--- src/rtl/neuron_mac_if.sv ---
// Valid/ready bundle between the operand source, the neuron MAC and the
// sigmoid LUT that consumes z_out.
interface neuron_mac_if;
    logic        in_valid;
    logic        in_ready;
    logic [15:0] x_in;
    logic [15:0] w_in;
    logic [15:0] bias;
    logic        out_valid;
    logic        out_ready;
    logic [15:0] z_out;
    logic        sat;

    // Upstream/downstream environment side: drives operands and out_ready.
    modport master (
        output in_valid, x_in, w_in, bias, out_ready,
        input  in_ready, out_valid, z_out, sat
    );

    // Neuron MAC side.
    modport slave (
        input  in_valid, x_in, w_in, bias, out_ready,
        output in_ready, out_valid, z_out, sat
    );
endinterface

--- src/rtl/neuron_mac.sv ---
// Serial multiply-accumulate for one neuron: z = bias + sum(x*w) over
// N_INPUTS Q4.12 pairs, rounded and saturated back to Q4.12 for the sigmoid.
module neuron_mac #(
    parameter int N_INPUTS = 4,
    parameter int ACC_W    = 40
) (
    input  logic         clk,
    input  logic         rst,
    neuron_mac_if.slave  bus
);

    localparam int CNT_W = (N_INPUTS < 2) ? 1 : $clog2(N_INPUTS + 1);
    localparam logic [CNT_W-1:0]        LAST_CNT = CNT_W'(N_INPUTS - 1);
    localparam logic signed [ACC_W-1:0] HALF_LSB = ACC_W'(2048);
    localparam logic signed [ACC_W-1:0] Q_MAX    = ACC_W'(32767);
    localparam logic signed [ACC_W-1:0] Q_MIN    = -ACC_W'(32768);

    typedef enum logic [1:0] {
        IDLE,
        ACCUM,
        ROUND,
        HOLD
    } state_e;

    state_e                   state_q, state_d;
    logic signed [ACC_W-1:0]  acc_q, acc_d;
    logic [CNT_W-1:0]         cnt_q, cnt_d;
    logic                     out_valid_q, out_valid_d;
    logic [15:0]              z_q, z_d;
    logic                     sat_q, sat_d;

    logic                     in_ready;
    logic                     beat;
    logic signed [31:0]       prod;
    logic signed [ACC_W-1:0]  prod_ext;
    logic signed [ACC_W-1:0]  bias_ext;
    logic signed [ACC_W-1:0]  acc_rnd;
    logic signed [ACC_W-1:0]  r;

    assign in_ready = (state_q == IDLE) || (state_q == ACCUM);
    assign beat     = bus.in_valid & in_ready;

    // Q4.12 * Q4.12 is exact in Q8.24; bias is lifted to the same scale.
    assign prod     = $signed(bus.x_in) * $signed(bus.w_in);
    assign prod_ext = {{(ACC_W-32){prod[31]}}, prod};
    assign bias_ext = {{(ACC_W-28){bus.bias[15]}}, bus.bias, 12'b0};

    assign acc_rnd  = acc_q + HALF_LSB;
    assign r        = acc_rnd >>> 12;

    // NOTE: every always_comb output gets a default first so no path can infer a latch.
    always_comb begin
        state_d     = state_q;
        acc_d       = acc_q;
        cnt_d       = cnt_q;
        out_valid_d = out_valid_q;
        z_d         = z_q;
        sat_d       = sat_q;

        unique case (state_q)
            IDLE: begin
                if (beat) begin
                    acc_d   = bias_ext + prod_ext;
                    cnt_d   = CNT_W'(1);
                    state_d = (N_INPUTS == 1) ? ROUND : ACCUM;
                end
            end
            ACCUM: begin
                if (beat) begin
                    acc_d = acc_q + prod_ext;
                    cnt_d = cnt_q + CNT_W'(1);
                    if (cnt_q == LAST_CNT) begin
                        state_d = ROUND;
                    end
                end
            end
            ROUND: begin
                if (r > Q_MAX) begin
                    z_d   = 16'h7FFF;
                    sat_d = 1'b1;
                end else if (r < Q_MIN) begin
                    z_d   = 16'h8000;
                    sat_d = 1'b1;
                end else begin
                    z_d   = r[15:0];
                    sat_d = 1'b0;
                end
                out_valid_d = 1'b1;
                state_d     = HOLD;
            end
            HOLD: begin
                if (bus.out_ready) begin
                    out_valid_d = 1'b0;
                    acc_d       = '0;
                    cnt_d       = '0;
                    state_d     = IDLE;
                end
            end
            default: state_d = IDLE;
        endcase
    end

    // NOTE: state registers use non-blocking assignments so every flop samples pre-edge values.
    always_ff @(posedge clk) begin
        if (rst) begin
            state_q     <= IDLE;
            acc_q       <= '0;
            cnt_q       <= '0;
            out_valid_q <= 1'b0;
            z_q         <= '0;
            sat_q       <= 1'b0;
        end else begin
            state_q     <= state_d;
            acc_q       <= acc_d;
            cnt_q       <= cnt_d;
            out_valid_q <= out_valid_d;
            z_q         <= z_d;
            sat_q       <= sat_d;
        end
    end

    assign bus.in_ready  = in_ready;
    assign bus.out_valid = out_valid_q;
    assign bus.z_out     = z_q;
    assign bus.sat       = sat_q;

endmodule

--- src/flat_wrapper.sv ---
// flat-port wrapper written by rule: the top's interface ports become plain ports
module neuron_mac_flat 
#(
    parameter int N_INPUTS = 4,
    parameter int ACC_W    = 40
)
  (clk, rst, bus_in_valid, bus_x_in, bus_w_in, bus_bias, bus_out_ready, bus_in_ready, bus_out_valid, bus_z_out, bus_sat);
  neuron_mac_if bus_i ();
  input  logic clk;
  input  logic rst;
  input wire logic [$bits(bus_i.in_valid)-1:0] bus_in_valid;
  input wire logic [$bits(bus_i.x_in)-1:0] bus_x_in;
  input wire logic [$bits(bus_i.w_in)-1:0] bus_w_in;
  input wire logic [$bits(bus_i.bias)-1:0] bus_bias;
  input wire logic [$bits(bus_i.out_ready)-1:0] bus_out_ready;
  output wire logic [$bits(bus_i.in_ready)-1:0] bus_in_ready;
  output wire logic [$bits(bus_i.out_valid)-1:0] bus_out_valid;
  output wire logic [$bits(bus_i.z_out)-1:0] bus_z_out;
  output wire logic [$bits(bus_i.sat)-1:0] bus_sat;
  assign bus_i.in_valid = bus_in_valid;
  assign bus_i.x_in = bus_x_in;
  assign bus_i.w_in = bus_w_in;
  assign bus_i.bias = bus_bias;
  assign bus_i.out_ready = bus_out_ready;
  assign bus_in_ready = bus_i.in_ready;
  assign bus_out_valid = bus_i.out_valid;
  assign bus_z_out = bus_i.z_out;
  assign bus_sat = bus_i.sat;
  neuron_mac #(.N_INPUTS(N_INPUTS), .ACC_W(ACC_W)) u_core (.clk(clk), .rst(rst), .bus(bus_i));
endmodule
--- config.mk ---
export PLATFORM = sky130hd
export DESIGN_NAME = neuron_mac_flat
export DESIGN_NICKNAME = d
export VERILOG_FILES = /design/src/rtl/neuron_mac_if.sv /design/src/rtl/neuron_mac.sv /design/src/flat_wrapper.sv
export SDC_FILE = /design/constraint.sdc
export NUM_CORES = 1
export LEC_CHECK = 0
export ABC_AREA = 1
export BUFFER_PORTS_ARGS = -buffer_cell sky130_fd_sc_hd__buf_4
export CAP_MARGIN = 10
export CORE_UTILIZATION = 40
export CTS_CLUSTER_SIZE = 20
export DETAILED_ROUTE_END_ITERATION = 12
export PLACE_DENSITY_LB_ADDON = 0.15
export SLEW_MARGIN = 10
export SYNTH_ARGS = -nofsm -noshare
export SYNTH_HDL_FRONTEND = slang
export SYNTH_SLANG_ARGS = --single-unit
--- constraint.sdc ---
create_clock -name clk -period 6.75 [get_ports clk]
set_input_delay 0.3375 -clock clk [delete_from_list [all_inputs] [get_ports clk]]
set_output_delay 0.3375 -clock clk [all_outputs]
set_load 0.005 [all_outputs]
# ---- Word-level counts from Yosys, hierarchy flattened
# Cells that the tools add are included.
dict set report totals {
  rom_bits 0
  latch_bits 0
  register_bits 63
  inputBits 52
  elab_cells 48
  output_inout_bits 19
  n_memories 0
  ramBits 0
}
dict set report op_classes {
  n_lt_le_gt_ge 2
  n_reduce_logical 7
  eq_ne 8
  muxes 19
  div 0
  bitwise_logic 1
  addsub 4
  multipliers 1
  shift 0
}
# operator count
set op_table {}
lappend op_table {{$mux 40} 3}
lappend op_table {{$pmux 40 s3} 1}
lappend op_table {{$add 40x13->40 const B} 1}
lappend op_table {{$add 40x32->40} 1}
lappend op_table {{$add 28x32->33} 1}
lappend op_table {{$mul 16x16->32} 1}
lappend op_table {{$mux 16} 2}
lappend op_table {{$gt 28x16->1 const B} 1}
lappend op_table {{$lt 28x16->1 const B} 1}
lappend op_table {{$mux 3} 3}
lappend op_table {{$pmux 3 s3} 1}
lappend op_table {{$mux 2} 4}
lappend op_table {{$pmux 2 s4} 1}
lappend op_table {{$reduce_and 4->1} 2}
lappend op_table {{$eq 2x2->1 const B} 2}
lappend op_table {{$ne 2x1->1 const B} 2}
lappend op_table {{$ne 2x2->1 const B} 2}
lappend op_table {{$add 3x1->3 const B} 1}
lappend op_table {{$eq 3x2->1 const B} 1}
lappend op_table {{$mux 1} 3}
lappend op_table {{$reduce_bool 3->1} 1}
lappend op_table {{$eq 2x1->1 const B} 1}
lappend op_table {{$logic_not 2->1} 1}
lappend op_table {{$pmux 1 s2} 1}
lappend op_table {{other kinds (4)} 4}

# ---- Logic depth before layout (Yosys ltp)
dict set report depth {
  word_depth 5
  mapped_depth 43
  ltp_nobuf 41
}

# ---- Least setup slack after synthesis
# OpenSTA, ideal clock, no wires.
dict set report synth_path {
  kind {input to register}
  from {input bus_w_in[5]}
  to {register u_core.acc_q[32]}
  arrival_ps 7285
  path_buffers 2
  setup_time_ps 135
  required_ps 6615
  cell_stages 28
  path_slack_ps -670
  cell_sequence {clkbuf_1 -> clkbuf_1 -> nand2_1 -> fa_1 -> inv_1 -> fa_1 -> fa_1 -> fa_1 -> fa_1 -> inv_1 -> fa_1 -> inv_1 -> ha_1 -> a21oi_1 -> o21ai_0 -> a21oi_1 -> nand2_1 -> a21oi_1 -> nand2_1 -> nand2_1 -> ha_1 -> a21oi_1 -> o21ai_0 -> a21oi_1 -> nand3_1 -> xor2_1 -> a21oi_1 -> a21oi_1}
}
dict set report synth_between {
  elab_chain_cells 4
  elab_cells_between_ends 6
  cone_classes {add/sub: 2; mul: 1; mux: 3}
}
# item line_no
set synth_rtl {}
lappend synth_rtl {{start, declared} flat_wrapper.sv:13} ;# input wire logic [$bits(bus_i.w_in)-1:0] bus_w_in;
lappend synth_rtl {{$mul 16x16->32 *} neuron_mac.sv:44} ;# assign prod = $signed(bus.x_in) * $signed(bus.w_in);
lappend synth_rtl {{$add 40x32->40 or $add 28x32->33 (tied branches)} {neuron_mac.sv:70, neuron_mac.sv:63}}
lappend synth_rtl {{$mux 40, on equally long branches} {neuron_mac.sv:69, neuron_mac.sv:62}}
lappend synth_rtl {{$pmux 40 s3 *} neuron_mac.sv:60} ;# unique case (state_q)
lappend synth_rtl {{end signal, assigned} neuron_mac.sv:107} ;# acc_q <= '0;
lappend synth_rtl {{end signal, assigned} neuron_mac.sv:114} ;# acc_q <= acc_d;
lappend synth_rtl {{end, declared} neuron_mac.sv:26} ;# logic signed [ACC_W-1:0] acc_q, acc_d;
# Mark *: on every way between the ends. The rest lies on a longest branch, timed or not. The select of a mux whose other input is x is not followed.
# A chain may end at the register's enable or synchronous reset.

# ---- Final worst setup path
dict set report layout_path {
  from {input bus_x_in[5]}
  to {register u_core.acc_q[38]}
}
dict set report layout_between {
  elab_chain_cells 4
  elab_cells_between_ends 6
  cone_classes {add/sub: 2; mul: 1; mux: 3}
}
# item line_no
set layout_rtl {}
lappend layout_rtl {{start, declared} flat_wrapper.sv:12} ;# input wire logic [$bits(bus_i.x_in)-1:0] bus_x_in;
lappend layout_rtl {{$mul 16x16->32 *} neuron_mac.sv:44}
lappend layout_rtl {{$add 40x32->40 or $add 28x32->33 (tied branches)} {neuron_mac.sv:70, neuron_mac.sv:63}}
lappend layout_rtl {{$mux 40, on equally long branches} {neuron_mac.sv:69, neuron_mac.sv:62}}
lappend layout_rtl {{$pmux 40 s3 *} neuron_mac.sv:60}
# Marked as above.

==> results.md <==
- Outcome: finished with violations
- Failing checks: negative setup slack
- Startpoint Class: input port
- Number of flops mapped to enable cells by yosys: 0
- Worst reg2reg path depth: 11
- Reg-to-reg slack, setup: 3490 ps
- Core Area: 0.0434 mm2
- Router iterations before antenna repair: 5
- Commonest non-fill, non-tap cell in the layout: inv_1
- FF+latch count, synth: 63
- Max-Cap Viols: 0
- FFs w/ async S/R, synth: 0%
- Netlist cell types: 43
- Clock sink count: 63
- Max-slew violations: 0
- Top cell by count, worst path: inv_2
- Overall global routing resource usage: 27.5%
- Routed via count: 18200
- Number of synthesis warnings: 0
- Worst Path Required: 7030 ps
- Synth Area per Inst: 6.76 um2
- Clock latency on the worst-skew pair: 350 ps
- Clock Tree Root: clkbuf_16
- Residual DRC: 0
- Grt ovf: 0
- Largest net degree at the start of global routing: 58
- Worst-Margin Slew: 1120 ps
- Synth Cell Area: 0.0177 mm2
- # IOs: 71
- Achievable clock frequency: 0.148 GHz
- Number of global-route vias before repair: 18100
- Initial Utilization: 40.9%
- Hold Path Origin: bus_out_ready
- Crit path max-delay family: adder cells
- Cts bufs inserted: 9
- Hold Path Stages: 4
- Max FO, Critical Path: 8
- Die ar.: 0.0451 mm2
- R2R Path End: u_core.acc_q[23]
- PortBufs: 70
- RSZ-0062 raised after global routing: true
- CP Class: in -> reg
- Fin crit period: 6760 ps
- Layout Nets: 3501
- Worst Path Buf+Inv: 11
- Design area: 0.0254 mm2
- Skew final: 9.54 ps
- Iteration-0 DRC Markers: 1368
- Antenna viol nets, final: 0
- First-pass GRT wire length: 96400 um
- Crit end category: register
- Post-placement cell area: 0.0218 mm2
- Final worst setup slack: -6.57 ps
- Initial antenna violation count: 1
- Final Setup Violations: 3
- Hold EP: u_core.bus.out_valid
- Syn_nets: 3085
- Mapped Cells: 2620
- Placed Cells: 3556
- CP max-delay cell: fa_2
- Post-CTS Hold Fix Bufs: 0
- Final Cycle Share: 100%
- FP Rows: 76
- Area growth, synth to finish: 43.2%
- Die width: 212 um
- Hold Path Class: in -> reg
- WP data arrival: 7040 ps
- Normalized max-slew margin: 25.0%
- Largest stage delay, worst path: 560 ps
- Final Non-Filler Cells: 3626
- Clock Path Buffers: 2
- Most frequent cells in the layout: inv_1, nand2_1, buf_4
- WL/cell: 16.9 um
- Register area share after synthesis: 7.12%
- Top FF cell, synth: dfxtp_1
- Routability congestion estimate: 0.966
- Final Hold Viols: 0
- Critical R2R Launch: u_core.state_q[1]
- Layout cells sized above 1: 35.3%
- DRT Wirelength: 61300 um
- Worst-path clk slew: 60 ps
- Final HPWL DP: 50300 um
- H-tree Lvls: 3
- Drt via density: 5.03
- ANT cells: 0
- CTS tree: done
- Die height: 212 um
==> layer usage <==
layer / track usage [%] / part of all wire [%] / vias to the layer above
met4: 3.27 / 1.4 / 0
met3: 2.54 / 5.6 / 55
met1: 41.1 / 47 / 8908
li1: - / - / 8763
met2: 43.9 / 46 / 514
met5: 0 / 0 / -
==> how the worst max path moves through the flow <==
stage	endpoint	depth (start not counted)	startpoint	slack (ps)
6_report	u_core.acc_q[38]	34	bus_x_in[5]	-7
5_1_grt	u_core.acc_q[38]	35	bus_x_in[6]	-300
4_1_cts	u_core.acc_q[31]	33	bus_w_in[15]	-250
3_5_place_dp	u_core.acc_q[31]	34	bus_x_in[15]	-1270
3_3_place_gp	u_core.acc_q[31]	32	bus_w_in[15]	-1230
2_1_floorplan	u_core.acc_q[32]	33	bus_w_in[6]	-4
==> registers in the layout, summed over array words and instances (netlist names) <==
| signal | flops |
|---|---|
| u_core.acc_q | 40 |
| u_core.bus.z_out | 16 |
| u_core.cnt_q | 3 |
| u_core.state_q | 2 |
| u_core.bus.out_valid | 1 |
| u_core.bus.sat | 1 |
==> cell usage after synthesis (all sizes together) (23+ instances only) <==
cell	count	area [um2]
a21oi	171	867
a31oi	24	150
clkbuf	76	285
dfxtp	63	1260
fa	264	5290
ha	149	1860
inv	626	2350
nand2	606	2290
nand3	99	505
nor2	236	956
o21ai	148	744
or2	26	163
xnor2	23	201
xor2	30	270
==> repair_timing <==
action | CTS | global route
resized for setup | 252 | 486
setup buffers | 15 | 40
setup endpoints to repair | 25 | 28
gates cloned | 0 | 2
pin swaps | 91 | 217
==> worst reg2reg max path, delay by kind of cell (launching register included) <==
kind / cells / cell delay (ps)
buffers and inverters: 5 / 1680
AO/OA/AOI/OAI: 3 / 860
flip-flops: 1 / 340
adder cells (fa/ha/maj): 1 / 150
AND/OR/NAND/NOR: 2 / 120
==> area by class of cell <==
cell class	count	area, um2
Timing Repair Buffer	488	4170
Multi-Input combinational cell	1845	16500
Fill cell	4063	18000
Sequential cell	63	1260
Clock buffer	10	239
Inverter	629	2380
Clock inverter	6	70.1
Tap cell	585	732
==> cells by family after synthesis <==
family	after synthesis	share of synthesized area [%]
and+or+nand+nor	1001	23.2
buffers and inverters	712	15.2
adders and majority gates	413	40.3
AOI/OAI and AO/OA	378	11.5
DFF	63	7.12
xor gates and xnor gates	53	2.66
==> through the flow <==
stage / hold WS, ps / utilization [%] / setup WS (ps) / TNS [ps]
detailed placement: 459 / 50.2 / -1270 / -20020
global route: 254 / 58.5 / -302 / -4550
CTS: 240 / 53.8 / -253 / -2090
floorplan: 435 / - / -3.65 / -3.65
global placement: 452 / 50.2 / -1230 / -20330
finish: 248 / 58.5 / -6.57 / -12.8
Power is not shown: default switching activity piles up to over one toggle a cycle in this logic, so the estimate is an artifact.
